<file path="config.mk">
export PLATFORM = sky130hd
export DESIGN_NAME = uart_axil_regs
export DESIGN_NICKNAME = d
export VERILOG_FILES = /design/src/rtl/uart_axil_regs.sv
export SDC_FILE = /design/constraint.sdc
export NUM_CORES = 1
export LEC_CHECK = 0
export ABC_AREA = 1
export BUFFER_PORTS_ARGS = -buffer_cell sky130_fd_sc_hd__buf_4
export CELL_PAD_IN_SITES_DETAIL_PLACEMENT = 1
export CELL_PAD_IN_SITES_GLOBAL_PLACEMENT = 2
export CORE_MARGIN = 1.5
export CORE_UTILIZATION = 40
export DETAILED_ROUTE_END_ITERATION = 7
export GPL_TIMING_DRIVEN = 0
export PLACE_DENSITY_LB_ADDON = 0.1
export SETUP_SLACK_MARGIN = 0.15
export SYNTH_ARGS = -nofsm -noshare
export SYNTH_HDL_FRONTEND = slang
export SYNTH_SLANG_ARGS = --single-unit
</file>
<file path="constraint.sdc">
create_clock -name chipset_clk -period 6 [get_ports chipset_clk]
set_input_delay 0.3 -clock chipset_clk [delete_from_list [all_inputs] [get_ports chipset_clk]]
set_output_delay 0.3 -clock chipset_clk [all_outputs]
set_load 0.005 [all_outputs]
</file>
<file path="src/rtl/uart_axil_regs.sv">
// AXI4-Lite register front end for a UART: TX/RX byte FIFOs, status, control and a registered interrupt.
// Define UART_AXIL_WSTRB_EN to make TX_DATA and CTRL writes depend on wstrb[0].
module uart_axil_regs #(
   parameter int FIFO_DEPTH = 16
) (
   input  logic        chipset_clk,
   input  logic        chipset_rst_n,
   input  logic [12:0] uart_axi_awaddr,
   input  logic        uart_axi_awvalid,
   output logic        uart_axi_awready,
   input  logic [31:0] uart_axi_wdata,
   input  logic [3:0]  uart_axi_wstrb,
   input  logic        uart_axi_wvalid,
   output logic        uart_axi_wready,
   output logic [1:0]  uart_axi_bresp,
   output logic        uart_axi_bvalid,
   input  logic        uart_axi_bready,
   input  logic [12:0] uart_axi_araddr,
   input  logic        uart_axi_arvalid,
   output logic        uart_axi_arready,
   output logic [31:0] uart_axi_rdata,
   output logic [1:0]  uart_axi_rresp,
   output logic        uart_axi_rvalid,
   input  logic        uart_axi_rready,
   output logic [7:0]  tx_data,
   output logic        tx_valid,
   input  logic        tx_ready,
   input  logic [7:0]  rx_data,
   input  logic        rx_valid,
   output logic        uart_irq
);
   localparam int AW = $clog2(FIFO_DEPTH);
   localparam int PW = AW + 1;
   localparam logic [PW-1:0] PTR_ONE = PW'(1);

   logic [7:0]    tx_mem_q [FIFO_DEPTH];
   logic [7:0]    rx_mem_q [FIFO_DEPTH];
   logic [PW-1:0] tx_wp_q, tx_wp_d, tx_rp_q, tx_rp_d;
   logic [PW-1:0] rx_wp_q, rx_wp_d, rx_rp_q, rx_rp_d;
   logic          bvalid_q, bvalid_d, rvalid_q, rvalid_d;
   logic [1:0]    bresp_q, bresp_d, rresp_q, rresp_d;
   logic [31:0]   rdata_q, rdata_d;
   logic          irq_en_q, irq_en_d, rx_ovr_q, rx_ovr_d, irq_q, irq_d;

   logic wr_fire_s, rd_fire_s, werr_s, rerr_s, wr_ok_s, rd_ok_s, strb_ok_s;
   logic tx_empty_s, tx_full_s, rx_empty_s, rx_full_s;
   logic tx_push_s, tx_pop_s, rx_push_s, rx_pop_s, tx_clr_s, rx_clr_s;
   logic ctrl_wr_s, status_rd_s, ovr_set_s, unused_s;
   logic [7:0]  tx_head_s, rx_head_s;
   logic [31:0] status_s, rd_val_s;

`ifdef UART_AXIL_WSTRB_EN
   assign strb_ok_s = uart_axi_wstrb[0];
`else
   assign strb_ok_s = 1'b1;
`endif
   assign unused_s = ^{uart_axi_wdata[31:8], uart_axi_wstrb};

   assign wr_fire_s = chipset_rst_n & uart_axi_awvalid & uart_axi_wvalid & ~bvalid_q;
   assign rd_fire_s = chipset_rst_n & uart_axi_arvalid & ~rvalid_q;
   assign werr_s    = (|uart_axi_awaddr[12:4]) | (|uart_axi_awaddr[1:0]);
   assign rerr_s    = (|uart_axi_araddr[12:4]) | (|uart_axi_araddr[1:0]);
   assign wr_ok_s   = wr_fire_s & ~werr_s;
   assign rd_ok_s   = rd_fire_s & ~rerr_s;

   // Full: pointer MSBs differ while the index bits match.
   assign tx_empty_s = (tx_wp_q == tx_rp_q);
   assign tx_full_s  = (tx_wp_q[AW] != tx_rp_q[AW]) && (tx_wp_q[AW-1:0] == tx_rp_q[AW-1:0]);
   assign rx_empty_s = (rx_wp_q == rx_rp_q);
   assign rx_full_s  = (rx_wp_q[AW] != rx_rp_q[AW]) && (rx_wp_q[AW-1:0] == rx_rp_q[AW-1:0]);
   assign tx_head_s  = tx_mem_q[tx_rp_q[AW-1:0]];
   assign rx_head_s  = rx_mem_q[rx_rp_q[AW-1:0]];

   assign ctrl_wr_s   = wr_ok_s & (uart_axi_awaddr[3:2] == 2'd3) & strb_ok_s;
   assign tx_clr_s    = ctrl_wr_s & uart_axi_wdata[0];
   assign rx_clr_s    = ctrl_wr_s & uart_axi_wdata[1];
   assign tx_pop_s    = ~tx_empty_s & tx_ready;
   assign tx_push_s   = wr_ok_s & (uart_axi_awaddr[3:2] == 2'd1) & strb_ok_s & (~tx_full_s | tx_pop_s);
   assign rx_pop_s    = rd_ok_s & (uart_axi_araddr[3:2] == 2'd0) & ~rx_empty_s;
   assign rx_push_s   = rx_valid & (~rx_full_s | rx_pop_s);
   assign ovr_set_s   = rx_valid & rx_full_s & ~rx_pop_s;
   assign status_rd_s = rd_ok_s & (uart_axi_araddr[3:2] == 2'd2);
   assign status_s    = {26'd0, rx_ovr_q, irq_en_q, tx_full_s, tx_empty_s, rx_full_s, ~rx_empty_s};

   // Read data mux, sampled into rdata_q on the accept edge.
   always_comb begin
      rd_val_s = 32'd0;
      case (uart_axi_araddr[3:2])
         2'd0:    rd_val_s = rx_empty_s ? 32'd0 : {24'd0, rx_head_s};
         2'd1:    rd_val_s = 32'd0;
         2'd2:    rd_val_s = status_s;
         2'd3:    rd_val_s = {27'd0, irq_en_q, 4'd0};
         default: rd_val_s = 32'd0;
      endcase
   end

   // Next-state for pointers, handshakes, control and interrupt.
   always_comb begin
      if (tx_clr_s) begin
         tx_wp_d = '0;
         tx_rp_d = '0;
      end else begin
         tx_wp_d = tx_push_s ? tx_wp_q + PTR_ONE : tx_wp_q;
         tx_rp_d = tx_pop_s  ? tx_rp_q + PTR_ONE : tx_rp_q;
      end
      if (rx_clr_s) begin
         rx_wp_d  = '0;
         rx_rp_d  = '0;
         rx_ovr_d = rx_ovr_q;
      end else begin
         rx_wp_d  = rx_push_s ? rx_wp_q + PTR_ONE : rx_wp_q;
         rx_rp_d  = rx_pop_s  ? rx_rp_q + PTR_ONE : rx_rp_q;
         rx_ovr_d = ovr_set_s ? 1'b1 : (status_rd_s ? 1'b0 : rx_ovr_q);
      end
      bvalid_d = wr_fire_s | (bvalid_q & ~uart_axi_bready);
      bresp_d  = wr_fire_s ? (werr_s ? 2'b10 : 2'b00) : bresp_q;
      rvalid_d = rd_fire_s | (rvalid_q & ~uart_axi_rready);
      rresp_d  = rd_fire_s ? (rerr_s ? 2'b10 : 2'b00) : rresp_q;
      rdata_d  = rd_fire_s ? (rerr_s ? 32'd0 : rd_val_s) : rdata_q;
      irq_en_d = ctrl_wr_s ? uart_axi_wdata[4] : irq_en_q;
      irq_d    = irq_en_q & (~rx_empty_s | rx_ovr_q);
   end

   // State registers with synchronous reset.
   always_ff @(posedge chipset_clk) begin
      if (!chipset_rst_n) begin
         tx_wp_q  <= '0;
         tx_rp_q  <= '0;
         rx_wp_q  <= '0;
         rx_rp_q  <= '0;
         rx_ovr_q <= 1'b0;
         bvalid_q <= 1'b0;
         bresp_q  <= 2'b00;
         rvalid_q <= 1'b0;
         rresp_q  <= 2'b00;
         rdata_q  <= 32'd0;
         irq_en_q <= 1'b0;
         irq_q    <= 1'b0;
      end else begin
         tx_wp_q  <= tx_wp_d;
         tx_rp_q  <= tx_rp_d;
         rx_wp_q  <= rx_wp_d;
         rx_rp_q  <= rx_rp_d;
         rx_ovr_q <= rx_ovr_d;
         bvalid_q <= bvalid_d;
         bresp_q  <= bresp_d;
         rvalid_q <= rvalid_d;
         rresp_q  <= rresp_d;
         rdata_q  <= rdata_d;
         irq_en_q <= irq_en_d;
         irq_q    <= irq_d;
      end
   end

   // FIFO storage; contents are don't-care while the pointers mark them empty.
   always_ff @(posedge chipset_clk) begin
      if (tx_push_s && !tx_clr_s) begin
         tx_mem_q[tx_wp_q[AW-1:0]] <= uart_axi_wdata[7:0];
      end
      if (rx_push_s && !rx_clr_s) begin
         rx_mem_q[rx_wp_q[AW-1:0]] <= rx_data;
      end
   end

   assign uart_axi_awready = wr_fire_s;
   assign uart_axi_wready  = wr_fire_s;
   assign uart_axi_arready = rd_fire_s;
   assign uart_axi_bvalid  = bvalid_q;
   assign uart_axi_bresp   = bresp_q;
   assign uart_axi_rvalid  = rvalid_q;
   assign uart_axi_rresp   = rresp_q;
   assign uart_axi_rdata   = rdata_q;
   assign tx_valid         = ~tx_empty_s;
   assign tx_data          = tx_empty_s ? 8'h00 : tx_head_s;
   assign uart_irq         = irq_q;
endmodule

</file>
# [Word-level counts from Yosys, hierarchy flattened]
# Memory sizes are Yosys's and may differ from the RTL's. A register that Yosys moved wholly into a read port is not among the register bits.
# Index checks and enable logic that the tools add are counted.
[totals] regBits=61 mem_bits_rw=256 in_bits=79 output_inout_bits=51 elab_cells=102 memories=2
[classes] n_addsub=4 n_eq_ne=11 muxes=16 bitwise=42 n_reduce_logical=15
[memory_table] name="rx_mem_q" depth=16 word_bits=8 read_ports=1 rd_ports_with_merged_regs=1 wr=1 line="37" source="logic [7:0] rx_mem_q [FIFO_DEPTH];"
[memory_table] name="tx_mem_q" depth=16 word_bits=8 read_ports=1 rd_ports_with_merged_regs=1 wr=1 line="36" source="logic [7:0] tx_mem_q [FIFO_DEPTH];"
[op_table] cell="case mux 32 bit (4 select lines)" n=1
[op_table] cell="two-way mux 32 bit" n=1
[op_table] cell="bitwise AND 1 bit" n=22
[op_table] cell="adder 5 x 1 -> 5 bit (second input constant)" n=4
[op_table] cell="OR reduction 9 bit" n=2
[op_table] cell="two-way mux 4 bit" n=4
[op_table] cell="two-way mux 8 bit" n=2
[op_table] cell="NOT 1 bit" n=13
[op_table] cell="== test 5 bit" n=2
[op_table] cell="== test 4 bit" n=2
[op_table] cell="OR reduction 2 bit" n=4
[op_table] cell="bitwise OR 1 bit" n=7
[op_table] cell="== test 2 bit (second input constant)" n=3
[op_table] cell="two-way mux 1 bit" n=6
[op_table] cell="== test 2 x 1 -> 1 bit (second input constant)" n=2
[op_table] cell="logical AND 1 bit" n=4
[op_table] cell="two-way mux 2 bit" n=2
[op_table] cell="zero test 1 bit" n=2
[op_table] cell="zero test 2 bit" n=1
[op_table] cell="!= test 1 bit" n=2
[op_table] cell="AND reduction 2 bit" n=1
[op_table] cell="nonzero test 2 bit" n=1

# [Depth between registers and ports, before layout]
[depth] ltp_word=11 mapped_depth=12 ltp_nobuf=12

# [Worst setup path before layout]
# OpenSTA, ideal clock, no wires.
[synth_timing] path_type="reg-to-reg" start="register rvalid_q (netlist: uart_axi_rvalid)" end="memory rx_mem_q[15][0], enable pin" t_arrival_ps=1765 required_time_ps=5617 slack_ps=3852 stages_incl_launch_ff=10 path_buffers=0 period_less_slack_ps=2148 path_cell_list="dfxtp_1 nor2_2 nand2_2 nor2_2 nand2_1 nor2_2 nand3_4 nand2_4 nand2_8 nor3_1"
[synth_between] elab_chain_cells=10
[synth_lines] item="from (decl)" line="40" source="logic bvalid_q, bvalid_d, rvalid_q, rvalid_d;"
[synth_lines] item="from (signal assigned)" line="147" source="rvalid_q <= rvalid_d;"
[synth_lines] item="NOT 1 bit" line="60" source="assign rd_fire_s = chipset_rst_n & uart_axi_arvalid & ~rvalid_q;"
[synth_lines] item="bitwise AND 1 bit" line="60"
[synth_lines] item="bitwise AND 1 bit" line="64" source="assign rd_ok_s = rd_fire_s & ~rerr_s;"
[synth_lines] item="bitwise AND 1 bit (2 in series)" line="79" source="assign rx_pop_s = rd_ok_s & (uart_axi_araddr[3:2] == 2'd0) & ~rx_empty_s;"
[synth_lines] item="bitwise OR 1 bit" line="80" source="assign rx_push_s = rx_valid & (~rx_full_s | rx_pop_s);"
[synth_lines] item="bitwise AND 1 bit" line="80"
[synth_lines] item="logical AND 1 bit" line="160" source="if (rx_push_s && !rx_clr_s) begin"
[synth_lines] item="two-way mux 1 bit" line="160"
[synth_lines] item="two-way mux 1 bit (not written as such)" line="161" source="rx_mem_q[rx_wp_q[AW-1:0]] <= rx_data;"
[synth_lines] item="to (decl)" line="37"
# Every way passes these cells.

==> out/metrics.yaml <==
grt_setup_unrepaired: "false"
maxCapViolations: 0
layout_worst_path_cycle_share: 0.514
antenna_violations_before_repair: 0
drc: 0
avgSynthCellArea_um2: 10.8
area_delta_synth_final_pct: 17.7
ctsLongestPathBuffers: 3
cp-end-kind: "output pin"
cts_htree_levels: 2
grt_pass1_wl_mm: 55.7
final_layout_size_suffix_gt1_frac: 0.130
synth-seq-cells: 299
slew_viol_final: 0
mappedNetlistArea_um2: 12800
cp_data_arrival_time_ns: 2.78
seq_area_frac_synth: 0.668
final_core_util: 0.477
finalSetupViolations: 0
fmax_ghz: 0.324
worst_skew_pair_latency_ns: 0.52
core-area_um2: 31600
drt_first_pass_iters: 5
buffers_inserted_during_post_cts_setup_optimization: 0
wire_per_inst_um: 20.7
yosysMostFrequentCell: "sky130_fd_sc_hd__edfxtp_1"
final-hold-violation-count: 0
multi_input_area_um2: 3480
synth_top_cell_area_share: 0.601
synth-edff-count: 256
worstSetupPathType: "reg -> out"
ys_types: 35
power_density_nw_per_um2: 294
synth.cells.most_frequent: "256 x sky130_fd_sc_hd__edfxtp_1, 156 x sky130_fd_sc_hd__nand2_1, 150 x sky130_fd_sc_hd__nor2_1"
synthDominantAreaCellType: "sky130_fd_sc_hd__edfxtp_1"
vias: 9046
track_usage: 0.224
parity_gate_share_of_the_synthesized_area_counting_xor_and_xnor_cells: 0.00959
placementRows: 65
power.leakage_nw: 5.55
placed_cells_incl_taps: 1686
cts_root_buf: "sky130_fd_sc_hd__clkbuf_16"
outcome: "completed"
register_area_um2: 8550
ys.flop_type: "sky130_fd_sc_hd__edfxtp_1"
ys_warn_count: 0
hp-class: "in -> reg"
fin_skew_ns: 0.0189
cp_required_ns: 5.70
timing.final.crit_period_ns: 3.08
cts.sink_count: 299
antenna_left: 0
nNetsFinal: 1412
drt-initial-drc-count: 563
worst_pin_slew_ns: 1.13
clock_tree_from_tritoncts: "done"
simple_gate_share_of_the_synthesized_area: 0.131
via_count_of_the_first_global_routing_pass: 9383
place.detailed.hpwl_mm: 25.2
io_pins: 130
vdd_ir_drop_max_uv: 250
postLayoutCellArea_um2: 15000
dieWidth_um: 182
n_antenna_cell: 0
numCtsBuffers: 36
critPathLaunchType: "flip-flop"
setup_ws_ns: 2.92
detailed_place.area_um2: 14000
total_power_mw: 4.43
worst-path-max-fanout: 10
dieArea_um2: 33100
synth.area.mux_share: 0
synth_top_family_by_area: "simple AND/OR/NAND/NOR gates"
synth_cells: 1184
placement.io_buffers: 75
initial_utilization: 0.405
synthTopCellsByArea: "sky130_fd_sc_hd__edfxtp_1 60%, sky130_fd_sc_hd__dfxtp_1 6.7%, sky130_fd_sc_hd__o21ai_0 4.7%"
synth-compound-area-share: 0.114
layout.filler_cells: 3494
final_cell_count_without_fillers: 1752
asyncSetResetFlopFracSynth: 0
tns_ns: 0
slew-limit-headroom: 0.244
die-height_um: 182
grt_max_degree: 18
place_worst_setup_slack_ns: 3.07
path_clk_slew_ns: 0.05
synth_adder_area_share: 0.00978
avgViaCountPerCell: 5.16
detail_route.wirelength_mm: 36.3
gr-total-overflow: 0
worst_hold_slack_ns: 0.0623
gp_congestion: 0.810
[sequential cells by signal (all words and copies together), names as in the netlist, named ones only]
register         cells
rx_mem_q           128
tx_mem_q           128
uart_axi_rdata       8
rx_rp_q              5
rx_wp_q              5
tx_rp_q              5
tx_wp_q              5
irq_en_q             1
rx_ovr_q             1
uart_axi_bresp       1
uart_axi_bvalid      1
uart_axi_rresp       1
uart_axi_rvalid      1
uart_irq             1
[cells in the final DEF (no fill, tap or decap), types with 2 or more instances in the layout]
cell type	instances
sky130_fd_sc_hd__nand2_2	4
sky130_fd_sc_hd__inv_2	2
sky130_fd_sc_hd__clkinv_1	10
sky130_fd_sc_hd__clkbuf_16	37
sky130_fd_sc_hd__xnor2_1	6
sky130_fd_sc_hd__ha_1	10
sky130_fd_sc_hd__edfxtp_1	256
sky130_fd_sc_hd__nand3_1	69
sky130_fd_sc_hd__buf_1	7
sky130_fd_sc_hd__buf_2	9
sky130_fd_sc_hd__nand2_1	156
sky130_fd_sc_hd__inv_6	2
sky130_fd_sc_hd__nor2_1	150
sky130_fd_sc_hd__o21ai_0	120
sky130_fd_sc_hd__buf_4	103
sky130_fd_sc_hd__clkinv_2	5
sky130_fd_sc_hd__o211ai_1	35
sky130_fd_sc_hd__xor2_1	8
sky130_fd_sc_hd__dfxtp_1	43
sky130_fd_sc_hd__a211oi_1	8
sky130_fd_sc_hd__a22oi_1	4
sky130_fd_sc_hd__nor2_2	4
sky130_fd_sc_hd__nand4_1	4
sky130_fd_sc_hd__o21ai_1	4
sky130_fd_sc_hd__clkbuf_1	45
sky130_fd_sc_hd__conb_1	26
sky130_fd_sc_hd__o22ai_1	6
sky130_fd_sc_hd__a21oi_1	87
sky130_fd_sc_hd__inv_1	117
[power by group]
part | internal, mW | switching [mW] | leakage (nW)
registers | 2.27 | 0.00453 | 2.65
clock network | 1.19 | 0.834 | 0.531
logic | 0.0504 | 0.0838 | 2.37
[metal layers]
metal  GRT usage  part of all wire
met2       0.403              0.51
met3      0.0295             0.037
met1       0.277              0.43
met5           0                 0
met4      0.0723             0.027
[cell type report]
| class | instances | share of cell area |
|---|---|---|
| clock buffer | 49 | 0.0652 |
| multi-input combinational | 711 | 0.231 |
| inverter | 121 | 0.0302 |
| buffer | 78 | 0.0272 |
| sequential | 299 | 0.568 |
| tap | 402 | 0.0334 |
| timing repair buffer | 76 | 0.0381 |
| clock inverter | 16 | 0.00682 |
[critical path, stage by stage, from the launching register on]
cell and delay, ns:
sky130_fd_sc_hd__dfxtp_1 0.33, sky130_fd_sc_hd__buf_2 0.21, sky130_fd_sc_hd__buf_2 0.28, sky130_fd_sc_hd__clkbuf_1 0.53, sky130_fd_sc_hd__o211ai_1 0.22, sky130_fd_sc_hd__nand3_1 0.17
sky130_fd_sc_hd__a21oi_1 0.08, sky130_fd_sc_hd__a211oi_1 0.26, sky130_fd_sc_hd__buf_4 0.18
[worst paths after layout]
path,start,slack [ns],cells after the start,endpoint
max,flip-flop,2.92,8,tx_data[6]
min,uart_axi_rready,0.06,4,uart_axi_rvalid
max reg2reg,uart_axi_rvalid,3.19,11,rx_mem_q[3][2]
min reg2reg,uart_axi_rdata[0],0.47,2,uart_axi_rdata[0]
[kinds of logic after synthesis]
logic type      Yosys count
fa+ha+maj                10
flops                   299
compound gates          265
other cells               1
buf+inv                 199
xor+xnor                 14
simple gates            396
[what timing repair did]
item	4_1_cts	5_1_grt
gates resized for setup	0	0
hold endpoints to repair	1	0
hold buffers	1	0
(Power assumes the default switching activity.)
